--- config.mk ---
export PLATFORM = sky130hd
export DESIGN_NAME = nn_memory_arbiter_flat
export DESIGN_NICKNAME = d
export VERILOG_FILES = /design/src/rtl/nn_memory_arbiter_if.sv /design/src/rtl/nn_memory_arbiter.sv /design/src/flat_wrapper.sv
export SDC_FILE = /design/constraint.sdc
export NUM_CORES = 1
export LEC_CHECK = 0
export ABC_AREA = 1
export CORE_UTILIZATION = 39
export CTS_BUF_LIST = sky130_fd_sc_hd__clkbuf_4
export CTS_CLUSTER_SIZE = 10
export DETAILED_ROUTE_END_ITERATION = 8
export PLACE_DENSITY = 0.82
export SETUP_SLACK_MARGIN = 0.5
export SYNTH_ARGS = -nofsm -noshare
export SYNTH_HDL_FRONTEND = slang
export SYNTH_SLANG_ARGS = --single-unit
--- constraint.sdc ---
create_clock -name clock -period 1.8 [get_ports clock]
set_clock_uncertainty 0.05 [all_clocks]
set_input_delay 0.27 -clock clock [delete_from_list [all_inputs] [get_ports clock]]
set_output_delay 0.27 -clock clock [all_outputs]
set_load 0.01 [all_outputs]
--- src/rtl/nn_memory_arbiter_if.sv ---
// Bundle of requester-side and external-memory signals around nn_memory_arbiter.
// The slave modport is the arbiter's view; master is the requester/memory side.
interface nn_memory_arbiter_if #(
  parameter int NUM_CHANNELS = 2,
  parameter int ADDR_WIDTH   = 32,
  parameter int DATA_WIDTH   = 32
);
  logic [NUM_CHANNELS-1:0]            ch_req;
  logic [NUM_CHANNELS*ADDR_WIDTH-1:0] ch_addr;
  logic [NUM_CHANNELS-1:0]            ch_rw;
  logic [NUM_CHANNELS-1:0]            ch_bw;
  logic [NUM_CHANNELS*DATA_WIDTH-1:0] ch_wdata;
  logic [NUM_CHANNELS-1:0]            ch_wait;
  logic [DATA_WIDTH-1:0]              ch_rdata;
  logic [NUM_CHANNELS-1:0]            ch_err;
  logic [ADDR_WIDTH-1:0]              mem_addr;
  logic [DATA_WIDTH-1:0]              mem_wdata;
  logic                               mem_wdata_oe;
  logic [DATA_WIDTH-1:0]              mem_rdata;
  logic                               mem_enable;
  logic                               mem_rw;
  logic                               mem_bw;
  logic                               nMemoryWait;

  modport slave (
    input  ch_req, ch_addr, ch_rw, ch_bw, ch_wdata, mem_rdata, nMemoryWait,
    output ch_wait, ch_rdata, ch_err, mem_addr, mem_wdata, mem_wdata_oe,
           mem_enable, mem_rw, mem_bw
  );

  modport master (
    output ch_req, ch_addr, ch_rw, ch_bw, ch_wdata, mem_rdata, nMemoryWait,
    input  ch_wait, ch_rdata, ch_err, mem_addr, mem_wdata, mem_wdata_oe,
           mem_enable, mem_rw, mem_bw
  );
endinterface

--- src/rtl/nn_memory_arbiter.sv ---
// N-channel arbiter merging cache-controller requests onto one external memory
// port, with round-robin or fixed-priority grant and a per-transaction timeout.
//
// state | meaning
// IDLE  | arbitrate pending requests, latch the winner's command
// ISSUE | first request cycle, nMemoryWait ignored
// WAIT  | hold command until memory ready or timeout
// DONE  | release granted requester for one cycle
module nn_memory_arbiter #(
  parameter int NUM_CHANNELS   = 2,
  parameter int ADDR_WIDTH     = 32,
  parameter int DATA_WIDTH     = 32,
  parameter int PRIORITY_MODE  = 0,
  parameter int TIMEOUT_CYCLES = 64
) (
  input  logic                clock,
  input  logic                reset,
  nn_memory_arbiter_if.slave  bus
);

  localparam int CW    = (NUM_CHANNELS > 1) ? $clog2(NUM_CHANNELS) : 1;
  localparam int TW    = (TIMEOUT_CYCLES > 1) ? $clog2(TIMEOUT_CYCLES) : 1;
  localparam int TLOAD = (TIMEOUT_CYCLES > 0) ? TIMEOUT_CYCLES - 1 : 0;

  typedef enum logic [1:0] {IDLE, ISSUE, WAIT, DONE} state_t;

  state_t                  state;
  logic [CW-1:0]           grant;
  logic [CW-1:0]           ptr;
  logic [CW-1:0]           pick;
  logic [CW-1:0]           cand;
  logic                    found;
  logic                    any_req;
  logic [TW-1:0]           tmo_cnt;
  logic [NUM_CHANNELS-1:0] done_mask;

  function automatic logic [CW-1:0] rr_index(input logic [CW-1:0] base, input int off);
    int s;
    s = int'(base) + 1 + off;
    return CW'(s % NUM_CHANNELS);
  endfunction

  // Round-robin starts one past the last winner; fixed priority scans from 0.
  always_comb begin
    pick    = '0;
    cand    = '0;
    found   = 1'b0;
    any_req = |bus.ch_req;
    for (int i = 0; i < NUM_CHANNELS; i++) begin
      cand = (PRIORITY_MODE != 0) ? CW'(i) : rr_index(ptr, i);
      if (!found && bus.ch_req[cand]) begin
        found = 1'b1;
        pick  = cand;
      end
    end
  end

  always_comb begin
    done_mask = '0;
    if (state == DONE && !reset)
      done_mask[grant] = 1'b1;
  end

  assign bus.ch_wait = bus.ch_req & ~done_mask;

  always_ff @(posedge clock) begin
    if (reset) begin
      state            <= IDLE;
      grant            <= '0;
      ptr              <= CW'(NUM_CHANNELS - 1);
      tmo_cnt          <= '0;
      bus.mem_enable   <= 1'b0;
      bus.mem_rw       <= 1'b1;
      bus.mem_bw       <= 1'b0;
      bus.mem_addr     <= '0;
      bus.mem_wdata    <= '0;
      bus.mem_wdata_oe <= 1'b0;
      bus.ch_rdata     <= '0;
      bus.ch_err       <= '0;
    end else begin
      bus.ch_err <= '0;
      case (state)
        IDLE: begin
          if (any_req) begin
            grant            <= pick;
            bus.mem_addr     <= bus.ch_addr[pick*ADDR_WIDTH +: ADDR_WIDTH];
            bus.mem_wdata    <= bus.ch_wdata[pick*DATA_WIDTH +: DATA_WIDTH];
            bus.mem_rw       <= bus.ch_rw[pick];
            bus.mem_bw       <= bus.ch_bw[pick];
            bus.mem_enable   <= 1'b1;
            bus.mem_wdata_oe <= ~bus.ch_rw[pick];
            state            <= ISSUE;
          end
        end
        ISSUE: begin
          tmo_cnt <= TW'(TLOAD);
          state   <= WAIT;
        end
        WAIT: begin
          if (bus.nMemoryWait) begin
            if (bus.mem_rw)
              bus.ch_rdata <= bus.mem_rdata;
            bus.mem_enable   <= 1'b0;
            bus.mem_wdata_oe <= 1'b0;
            state            <= DONE;
          end else if (TIMEOUT_CYCLES != 0 && tmo_cnt == '0) begin
            // Abort: error pulse lines up with the DONE cycle.
            bus.mem_enable    <= 1'b0;
            bus.mem_wdata_oe  <= 1'b0;
            bus.ch_err[grant] <= 1'b1;
            state             <= DONE;
          end else if (tmo_cnt != '0) begin
            tmo_cnt <= tmo_cnt - 1'b1;
          end
        end
        DONE: begin
          ptr   <= grant;
          state <= IDLE;
        end
        default: state <= IDLE;
      endcase
    end
  end

endmodule

--- src/flat_wrapper.sv ---
// flat-port wrapper written by rule: the top's interface ports become plain ports
module nn_memory_arbiter_flat 
#(
  parameter int NUM_CHANNELS   = 2,
  parameter int ADDR_WIDTH     = 32,
  parameter int DATA_WIDTH     = 32,
  parameter int PRIORITY_MODE  = 0,
  parameter int TIMEOUT_CYCLES = 64
)
  (clock, reset, bus_ch_req, bus_ch_addr, bus_ch_rw, bus_ch_bw, bus_ch_wdata, bus_mem_rdata, bus_nMemoryWait, bus_ch_wait, bus_ch_rdata, bus_ch_err, bus_mem_addr, bus_mem_wdata, bus_mem_wdata_oe, bus_mem_enable, bus_mem_rw, bus_mem_bw);
  nn_memory_arbiter_if #(.NUM_CHANNELS(NUM_CHANNELS), .ADDR_WIDTH(ADDR_WIDTH), .DATA_WIDTH(DATA_WIDTH)) bus_i ();
  input  logic clock;
  input  logic reset;
  input wire logic [$bits(bus_i.ch_req)-1:0] bus_ch_req;
  input wire logic [$bits(bus_i.ch_addr)-1:0] bus_ch_addr;
  input wire logic [$bits(bus_i.ch_rw)-1:0] bus_ch_rw;
  input wire logic [$bits(bus_i.ch_bw)-1:0] bus_ch_bw;
  input wire logic [$bits(bus_i.ch_wdata)-1:0] bus_ch_wdata;
  input wire logic [$bits(bus_i.mem_rdata)-1:0] bus_mem_rdata;
  input wire logic [$bits(bus_i.nMemoryWait)-1:0] bus_nMemoryWait;
  output wire logic [$bits(bus_i.ch_wait)-1:0] bus_ch_wait;
  output wire logic [$bits(bus_i.ch_rdata)-1:0] bus_ch_rdata;
  output wire logic [$bits(bus_i.ch_err)-1:0] bus_ch_err;
  output wire logic [$bits(bus_i.mem_addr)-1:0] bus_mem_addr;
  output wire logic [$bits(bus_i.mem_wdata)-1:0] bus_mem_wdata;
  output wire logic [$bits(bus_i.mem_wdata_oe)-1:0] bus_mem_wdata_oe;
  output wire logic [$bits(bus_i.mem_enable)-1:0] bus_mem_enable;
  output wire logic [$bits(bus_i.mem_rw)-1:0] bus_mem_rw;
  output wire logic [$bits(bus_i.mem_bw)-1:0] bus_mem_bw;
  assign bus_i.ch_req = bus_ch_req;
  assign bus_i.ch_addr = bus_ch_addr;
  assign bus_i.ch_rw = bus_ch_rw;
  assign bus_i.ch_bw = bus_ch_bw;
  assign bus_i.ch_wdata = bus_ch_wdata;
  assign bus_i.mem_rdata = bus_mem_rdata;
  assign bus_i.nMemoryWait = bus_nMemoryWait;
  assign bus_ch_wait = bus_i.ch_wait;
  assign bus_ch_rdata = bus_i.ch_rdata;
  assign bus_ch_err = bus_i.ch_err;
  assign bus_mem_addr = bus_i.mem_addr;
  assign bus_mem_wdata = bus_i.mem_wdata;
  assign bus_mem_wdata_oe = bus_i.mem_wdata_oe;
  assign bus_mem_enable = bus_i.mem_enable;
  assign bus_mem_rw = bus_i.mem_rw;
  assign bus_mem_bw = bus_i.mem_bw;
  nn_memory_arbiter #(.NUM_CHANNELS(NUM_CHANNELS), .ADDR_WIDTH(ADDR_WIDTH), .DATA_WIDTH(DATA_WIDTH), .PRIORITY_MODE(PRIORITY_MODE), .TIMEOUT_CYCLES(TIMEOUT_CYCLES)) u_core (.clock(clock), .reset(reset), .bus(bus_i));
endmodule
==> flow_metrics.py <==
metrics = {
    "status": {
        "status": "finished, violations left",
        "violations": "design-rule violations",
    },
    "sta": {
        "timing.hold.ws_ns": 0.3113,
        "setup_viol": 0,
        "tightest_slew_ns": 0.3574,
        "maxSlewHeadroom_pct": 76.17,
        "fmax_ghz": 0.5809,
        "slew_viol_final": 0,
        "rsz0062_at_grt": "yes",
        "fin_crit_ns": 1.722,
        "tns_ns": 0,
        "fin_crit_sh_pct": 95.64,
        "finalWorstSetupSlack_ns": 0.07840,
        "hold_viol": 0,
    },
    "clock_tree": {
        "cts_htree_levels": 3,
        "path_clk_slew_ns": 0.18,
        "cts_root_buffer": "clkbuf_4",
        "tritoncts": "built",
        "clock_latency_ns": 0.43,
        "cts_inserted_buffers": 9,
        "clockBufferDepth": 2,
        "clock-sinks": 112,
    },
    "placed_design": {
        "dp.final_hpwl_um": 10830,
        "place_area_um2": 7590,
        "dp_slack_ns": -0.1655,
        "place_congestion": 0.8072,
        "placed_cells": 1003,
        "numPortBuffers": 272,
    },
    "grt": {
        "grt_max_degree": 51,
        "grt-ovfl-total": 0,
        "antenna_found_initial": 0,
        "grt_usage_pct": 27.50,
        "grt_pass1_wl_um": 27140,
        "first_global_vias": 5297,
    },
    "floorplan": {
        "die_w_um": 111.9,
        "rows": 39,
        "core_um2": 11610,
        "initial_core_util_pct": 40.55,
        "fp.dieH_um": 111.9,
        "die-area_um2": 12520,
        "ios": 273,
    },
    "drt": {
        "ant_nets": 0,
        "wirelength_um": 22880,
        "vias_per_cell": 5.467,
        "drtIter0Drc": 449,
        "dr.pass1.iters": 7,
        "post_drt_wl_per_cell_um": 20.52,
        "drc": 19,
        "vias": 6096,
    },
    "final_layout": {
        "syn_to_final_growth_pct": 109.4,
        "antenna-diode-count": 0,
        "num-nets-final": 1143,
        "seqCellArea_um2": 2377,
        "multi_input_area_um2": 2766,
        "final_cell_count_no_fill": 1115,
        "postLayoutCoreUtil_pct": 84.91,
        "final_area_um2": 9861,
        "fill_cells": 570,
        "layout-drive-gt1-share_pct": 49.69,
    },
    "critical_path": {
        "worst_setup_path_end_kind": "primary output",
        "slowest_delay_ns": 0.40,
        "cp_cell_sequence": "ha_4 > nand2_4 > o21ai_2 > inv_1 > buf_2",
        "cpMaxStageDelayCell": "dfxtp_4",
        "cp_data_arrival_time_ns": 1.40,
        "crit_type": "flip-flop to primary output",
        "start_kind": "flip-flop",
        "crit_family": "flip-flops",
        "cp_max_fo": 2,
        "crit_required_ns": 1.48,
        "worst-path-buf-inv": 2,
    },
    "synthesis": {
        "ys.warnings.count": 0,
        "synthesis.nets": 795,
        "synth_top_area_cell": "dfxtp_1",
        "ys_seq_area_share_pct": 47.61,
        "synth_area_um2": 4710,
        "synthCells": 619,
        "yosysTopAreaCellShare_pct": 47.61,
        "synth_area_per_cell_um2": 7.608,
        "synth_area_leaders": "dfxtp_1 48%, nand2_1 13%, o21ai_0 11%, a31oi_1 8.8%, a21oi_1 4.7%",
        "synth_seq_cells": 112,
        "ys_types": 27,
    },
    "worst_hold_path": {
        "hp-class": "input port to flip-flop",
    },
    "power_and_ir_drop": {
        "p_leak_nw": 4.059,
        "power.share.clock_pct": 10.6,
        "cellPowerDensity_nw_per_um2": 1361,
        "p_int_mw": 8.370,
        "share_seq_of_total_power_pct": 31.0,
        "ir_worst_vdd_uv": 795.6,
        "p_comb_share_pct": 58.4,
        "total_power_mw": 13.42,
        "switching_share_pct": 37.63,
        "power.switching_mw": 5.050,
    },
    "flow_run": {
        "drv_cap": 0,
    },
}
[synth_stat cells]
library cell / count
dfxtp_1: 112
clkbuf_2: 3
buf_6: 3
o21a_2: 1
nand3b_1: 2
o211ai_1: 1
buf_2: 15
a31oi_1: 66
nor2_1: 10
nand3_2: 2
clkbuf_1: 12
o21ai_0: 99
buf_4: 13
a21oi_1: 44
ha_1: 7
o22ai_1: 1
inv_1: 44
nand4_1: 1
nand2_2: 2
nor3_1: 1
or2_2: 1
inv_2: 3
o21ai_1: 2
nor2_4: 1
buf_1: 1
nand3_1: 10
nand2_1: 162
[area by class of cell]
cell class / instances / share of cell area (%)
Timing Repair Buffer: 383 / 42.52
Multi-Input combinational cell: 414 / 28.05
Sequential cell: 112 / 24.11
Inverter: 47 / 1.941
Tap cell: 143 / 1.814
Clock buffer: 11 / 0.8375
Clock inverter: 5 / 0.7233
[repair_timing]
item | CTS | global route
cloned | 10 | 13
gates resized for setup | 557 | 338
hold endpoints to repair | 0 | 0
setup endpoints to repair | 211 | 202
setup buffers | 26 | 47
hold buffers | 0 | 0
pin swaps | 8 | 50
[final timing paths]
check,startpoint,to,slack (ns),cells past startpoint
worst max register to register,u_core.state[0],u_core.bus.mem_wdata[25],0.13,9
worst min register to register,u_core.bus.ch_rdata[3],u_core.bus.ch_rdata[3],0.42,2
worst max-delay path,u_core.state[0],bus_ch_wait[1],0.08,5
worst min-delay path,bus_ch_addr[44],u_core.bus.mem_addr[12],0.31,3
[power groups by stage]
stage / registers [mW] / clock network [mW] / logic, mW
after floorplan: 4.11 / 0 / 1.67
after global placement: 3.74 / 0 / 4.29
after detailed placement: 3.78 / 0 / 4.34
after CTS: 3.84 / 1.41 / 4.83
after global routing: 4.23 / 1.52 / 8.18
final: 4.16 / 1.42 / 7.84
[layer usage]
layer  share of wire [%]  global-route usage [%]  vias to the layer above
met1                  35                   30.22                     2843
met4                 5.4                   14.86                        0
met3                 8.8                   7.893                      101
met5                   0                       0                        -
li1                    -                       -                     2796
met2                  51                   47.83                      356
[cells by family after synthesis]
group,Yosys count,share of synthesized area [%]
and+or+nand+nor,192,16.39
AOI/OAI and AO/OA,214,24.65
adders and majority gates,7,1.860
DFF,112,47.61
buffers and inverters,94,9.484
[state kept, by name, summed over array words and instances (netlist names)]
name / flops
u_core.bus.mem_wdata: 32
u_core.ptr: 1
u_core.tmo_cnt: 6
u_core.state: 2
u_core.bus.mem_enable: 1
u_core.bus.mem_bw: 1
u_core.bus.mem_rw: 1
u_core.bus.ch_err: 2
u_core.bus.mem_addr: 32
u_core.bus.ch_rdata: 32
u_core.bus.mem_wdata_oe: 1
u_core.grant: 1
[worst min-delay path, stage by stage]
cell and delay [ns]:
clkdlybuf4s50_1 0.39, nand2_1 0.06, a31oi_1 0.07
[cell usage in the layout, fill, tap and decap left out, types with 3 or more instances in the layout]
cell,n
o21ai_4,3
clkinv_1,3
buf_2,17
dfxtp_1,8
nand2_4,7
o21ai_2,61
nand3_1,7
a21oi_1,6
buf_16,10
dfxtp_2,102
nor2_1,9
inv_1,39
nand3_2,3
clkdlybuf4s50_1,168
clkbuf_16,11
a31oi_4,10
buf_6,101
nand2_2,8
ha_4,3
o21ai_1,31
buf_8,4
a31oi_1,54
o21ai_0,6
buf_12,11
nand2_1,149
ha_1,4
inv_2,4
buf_4,61
a21oi_2,37
clkbuf_4,11
Power figures use the tool's default switching activity.
